`src/rtl/mem_req_ctrl.sv`:
```
// Request controller in front of a 1-cycle-latency memory: post-reset scrub, request issue
// with credit-based flow control, and a 2-entry in-order read response FIFO.
module mem_req_ctrl #(
  parameter int unsigned        ADDR_W   = 3,
  parameter int unsigned        DATA_W   = 8,
  parameter bit                 INIT_EN  = 1'b1,
  parameter logic [DATA_W-1:0]  INIT_VAL = 8'hCA
) (
  input  logic              clk,
  input  logic              reset,
  input  logic              req_valid,
  output logic              req_ready,
  input  logic              req_write,
  input  logic [ADDR_W-1:0] req_addr,
  input  logic [DATA_W-1:0] req_wdata,
  output logic              rsp_valid,
  input  logic              rsp_ready,
  output logic [DATA_W-1:0] rsp_rdata,
  output logic              init_done,
  output logic [ADDR_W-1:0] mem_addr,
  output logic [DATA_W-1:0] mem_wdata,
  output logic              mem_wr_en,
  output logic              mem_rd_en,
  input  logic [DATA_W-1:0] mem_rdata
);

  localparam logic [0:0] StInit = 1'b0;
  localparam logic [0:0] StRun  = 1'b1;

  logic [0:0]        state_q, state_d;
  logic [ADDR_W-1:0] init_ptr_q, init_ptr_d;
  logic              inflight_q, inflight_d;
  logic [DATA_W-1:0] fifo_q [0:1];
  logic [DATA_W-1:0] fifo_d [0:1];
  logic              rd_ptr_q, rd_ptr_d;
  logic              wr_ptr_q, wr_ptr_d;
  logic [1:0]        occ_q, occ_d;

  logic       run;
  logic       acc;
  logic       push;
  logic       pop;
  logic [2:0] credit;

  assign run       = (state_q == StRun);
  assign init_done = run && reset;
  assign rsp_valid = (occ_q != 2'd0);
  assign rsp_rdata = fifo_q[rd_ptr_q];
  assign pop       = rsp_valid && rsp_ready;
  assign push      = inflight_q;

  // Outstanding slots: entries held plus the read in flight, less the one leaving this cycle.
  assign credit    = {1'b0, occ_q} + {2'b00, inflight_q} - {2'b00, pop};
  assign req_ready = run && reset && (credit < 3'd2);
  assign acc       = req_valid && req_ready;

  // Strobes are gated by the reset input so the memory sees nothing while reset is held.
  always_comb begin
    mem_wr_en = 1'b0;
    mem_rd_en = 1'b0;
    mem_addr  = '0;
    mem_wdata = '0;
    if (reset) begin
      if (state_q == StInit) begin
        mem_wr_en = 1'b1;
        mem_addr  = init_ptr_q;
        mem_wdata = INIT_VAL;
      end else if (acc) begin
        mem_wr_en = req_write;
        mem_rd_en = !req_write;
        mem_addr  = req_addr;
        mem_wdata = req_wdata;
      end
    end
  end

  always_comb begin
    state_d    = state_q;
    init_ptr_d = init_ptr_q;
    if (state_q == StInit) begin
      init_ptr_d = init_ptr_q + 1'b1;
      if (init_ptr_q == {ADDR_W{1'b1}}) begin
        state_d = StRun;
      end
    end
  end

  always_comb begin
    inflight_d = mem_rd_en;
    fifo_d[0]  = fifo_q[0];
    fifo_d[1]  = fifo_q[1];
    wr_ptr_d   = wr_ptr_q;
    rd_ptr_d   = rd_ptr_q;
    if (push) begin
      fifo_d[wr_ptr_q] = mem_rdata;
      wr_ptr_d         = !wr_ptr_q;
    end
    if (pop) begin
      rd_ptr_d = !rd_ptr_q;
    end
    occ_d = occ_q + {1'b0, push} - {1'b0, pop};
  end

  always_ff @(posedge clk or negedge reset) begin
    if (!reset) begin
      state_q    <= INIT_EN ? StInit : StRun;
      init_ptr_q <= '0;
      inflight_q <= 1'b0;
      fifo_q[0]  <= '0;
      fifo_q[1]  <= '0;
      rd_ptr_q   <= 1'b0;
      wr_ptr_q   <= 1'b0;
      occ_q      <= 2'd0;
    end else begin
      state_q    <= state_d;
      init_ptr_q <= init_ptr_d;
      inflight_q <= inflight_d;
      fifo_q[0]  <= fifo_d[0];
      fifo_q[1]  <= fifo_d[1];
      rd_ptr_q   <= rd_ptr_d;
      wr_ptr_q   <= wr_ptr_d;
      occ_q      <= occ_d;
    end
  end

`ifndef SYNTHESIS
  a_no_overflow: assert property (@(posedge clk) disable iff (!reset)
    !(push && occ_q == 2'd2));
  a_no_dual_strobe: assert property (@(posedge clk) disable iff (!reset)
    !(mem_wr_en && mem_rd_en));
  a_rsp_stable: assert property (@(posedge clk) disable iff (!reset)
    (rsp_valid && !rsp_ready) |=> $stable(rsp_rdata));
`endif

endmodule

```
`config.mk`:
```
export PLATFORM = sky130hd
export DESIGN_NAME = mem_req_ctrl
export DESIGN_NICKNAME = d
export VERILOG_FILES = /design/src/rtl/mem_req_ctrl.sv
export SDC_FILE = /design/constraint.sdc
export NUM_CORES = 1
export LEC_CHECK = 0
export CORE_ASPECT_RATIO = 0.75
export CORE_MARGIN = 1
export CORE_UTILIZATION = 35
export CTS_CLUSTER_DIAMETER = 200
export DETAILED_ROUTE_END_ITERATION = 8
export GPL_TIMING_DRIVEN = 0
export HOLD_SLACK_MARGIN = 0.12
export PLACE_DENSITY = 0.69
export SLEW_MARGIN = 20
export SYNTH_ARGS = -nofsm -noshare
export SYNTH_HDL_FRONTEND = slang
export SYNTH_SLANG_ARGS = --single-unit
```
`constraint.sdc`:
```
create_clock -name clk -period 3.3 [get_ports clk]
set_input_delay 0.495 -clock clk [delete_from_list [all_inputs] [get_ports clk]]
set_output_delay 0.495 -clock clk [all_outputs]
set_load 0.005 [all_outputs]
```
==> results.toml <==
[worst_setup_path]
worstPathMaxFanout = 7
cp-end-kind = "primary output"
arrival_ps = 2770
crit_cells = 10
worstSetupStartpoint = "occ_q[1]"
reg2reg_slack_ps = 790
cp.required_ps = 2800
max_stage_delay_ps = 600
cpLargestDelayFamily = "adder cells"
reg2reg_to = "inflight_q"
worstSetupEndpoint = "mem_addr[1]"
crit-reg2reg-launch = "occ_q[1]"
cp_cell_sequence = "o21a_1, ha_1, inv_1, ha_2, inv_2, fa_2, nand4_4, buf_6, o31ai_2, buf_2"
ff2ff_path_depth = 11
slowest_stage = "fa_2"
start_kind = "register"
path_class = "reg2out"
cp_num_buf_inv = 4

[global_route]
grt_pass1_vias = 1188
grt_max_degree = 28
antenna_found_initial = 0
grt_use_total_pct = 17.9
grt_remaining_overflow = 0
grt_pass1_wl_um = 5530

[synth]
synth_area_um2 = 1350
synth_top_area_cell = "dfrtp_1"
synth.avg_cell_area_um2 = 13.2
synth_cells = 102
synth_area_leaders = "dfrtp_1 47%, mux2_2 15%, mux2_4 8.9%"
synth_nets = 131
yosysTopAreaCellShare_pct = 46.5
ys_seq_elements = 25
ys_seq_area_share_pct = 46.5
synth_cell_type_count = 26
yosysWarnings = 0

[timing]
period_share_pct = 98.9
setup_slack_ps = 37.2
min_period_ps = 3260
clock_skew_ps = 7.28
hold_viol_final = 0
setup_viol = 0
tightest_slew_ps = 601
slew_headroom_pct = 59.9
rsz0062_at_grt = "yes"
slew_violations = 0
max_freq_mhz = 306

[die]
initial_core_util_pct = 36.7
die_w_um = 73.6
core_um2 = 3660
io_pins = 48
die_h_um = 55.7
dieArea_um2 = 4100
rows = 19

[routing]
dr.pass1.iters = 4
first_iter_violations = 44
drt_drc_violations_left = 0
ant_nets = 0
wl_um = 3330
vias = 1068
via_per_inst = 4.79
post_drt_wl_per_cell_um = 14.9

[pwr]
p_per_area_nw_per_um2 = 810
p_leak_nw = 0.964
peakVddDrop_mv = 0.492
p_total_w = 0.00171

[clock_tree]
hold_buffers = 0
clock-sinks = 25
cts_root_buf = "clkbuf_8"
cts.clk_slew.worst_paths_ps = 80
clk_latency_ps = 260
cts_max_path_buffers = 2
cts_buffers = 3
htree_levels = 1
cts_tree = "yes"

[placement]
io_buffers = 47
dpl_cell_area_um2 = 1880
gp_congestion = 0.677
pre_cts_slack_ps = -442
dp_hpwl_um = 2240

[finish]
antennaDiodeCount = 0
drive_above_1_share_pct = 48.0
finalInstanceArea_um2 = 2110
final_common_cell = "clkdlybuf4s50_1"
final_net_count = 201
fill_cells = 298
area_delta_synth_final_pct = 56.9
final_cell_mix = "31 x clkdlybuf4s50_1, 24 x dfrtp_1, 18 x mux2_2"

[outcome]
status = "finished, final reports clean"

[worst_hold_path]
hp-class = "in2async"

[flow_run]
drv_cap = 0
[sequential cells by signal, summed over array words and instances, names as in the netlist]
register    count
rd_ptr_q        1
init_ptr_q      3
fifo_q         16
wr_ptr_q        1
run             1
inflight_q      1
occ_q           2
[logic make-up (layout without fill, tap and decap cells)]
kind of cell,count (synthesis),count (layout),synth area share (%)
compound gates,9,9,4.09
buf+inv,12,81,4.93
mux,26,26,24.0
xor+xnor,4,4,3.16
simple gates,21,21,12.1
flops,25,25,46.5
fa+ha+maj,5,5,5.21
[Yosys cell counts]
master,number
xnor2_1,1
nand2b_1,1
xor2_1,2
nand3b_1,3
and2_1,1
mux2_4,8
nor2b_2,1
o21a_1,1
o21ai_0,5
nand4_1,5
buf_2,2
nor3b_2,1
xor2_2,1
or2_2,2
nor3b_1,4
inv_1,7
nand4_4,1
fa_1,1
o31ai_1,3
mux2_2,18
buf_6,2
dfrtp_1,25
nand2_2,1
ha_1,4
buf_4,1
nor3_1,1
[worst min-delay path by stage]
stage                 end  slack (ps)  cells past startpoint
2_1_floorplan   fifo_q[0]         200                      0
3_3_place_gp    fifo_q[6]         480                      1
3_5_place_dp    fifo_q[7]         490                      1
4_1_cts        fifo_q[13]         250                      1
5_1_grt        fifo_q[13]         270                      1
6_report         rd_ptr_q         230                      1
[metrics by stage]
stage	std cells	setup TNS, ps	util (%)	hold WS, ps
3_5_place_dp	201	-5090	51.2	490
4_1_cts	222	-101	57.3	247
3_3_place_gp	201	-4680	51.4	481
2_1_floorplan	102	0	-	199
5_1_grt	223	-161	57.7	269
6_report	223	0	57.7	230
[where the power goes]
part	internal (W)	leakage (nW)	switching (W)	total, W
Combinational	0.000630	0.633	0.000409	0.00104
Sequential	0.000432	0.305	0.0000684	0.000500
Clock	0.0000842	0.0255	0.0000877	0.000172
[final cells by class]
type	instances	area [µm²]	share of cell area, %
timing repair buffer	65	578	27.4
clock buffer	3	41.3	1.96
inverter	7	26.3	1.24
multi-input combinational	65	728	34.5
buffer	5	40.0	1.90
sequential	25	627	29.7
clock inverter	1	5.00	0.237
tap	52	65.1	3.08
[worst register-to-register path, cell delays in order, from the launching register on]
cell and delay, ps:
dfrtp_2 410, o21a_1 200, ha_1 260, inv_1 60, ha_2 160, inv_2 40
fa_2 600, nand4_4 200, buf_6 200, buf_6 100, nor3_4 110, buf_4 120
[metal layers]
| layer | vias up | share of wire [%] | track usage (%) |
|---|---|---|---|
| li1 | 496 | - | - |
| met1 | 541 | 40 | 20.7 |
| met2 | 19 | 54 | 32.0 |
| met3 | 12 | 2.3 | 4.17 |
| met4 | 0 | 3.4 | 6.04 |
| met5 | - | 0 | 0 |
[what timing repair did]
item / CTS / global route
endpoints found under the setup margin: 14 / 10
pin swaps: 11 / 7
gates resized for setup: 38 / 26
setup buffers: 17 / 2
Power figures use the tool's default switching activity.
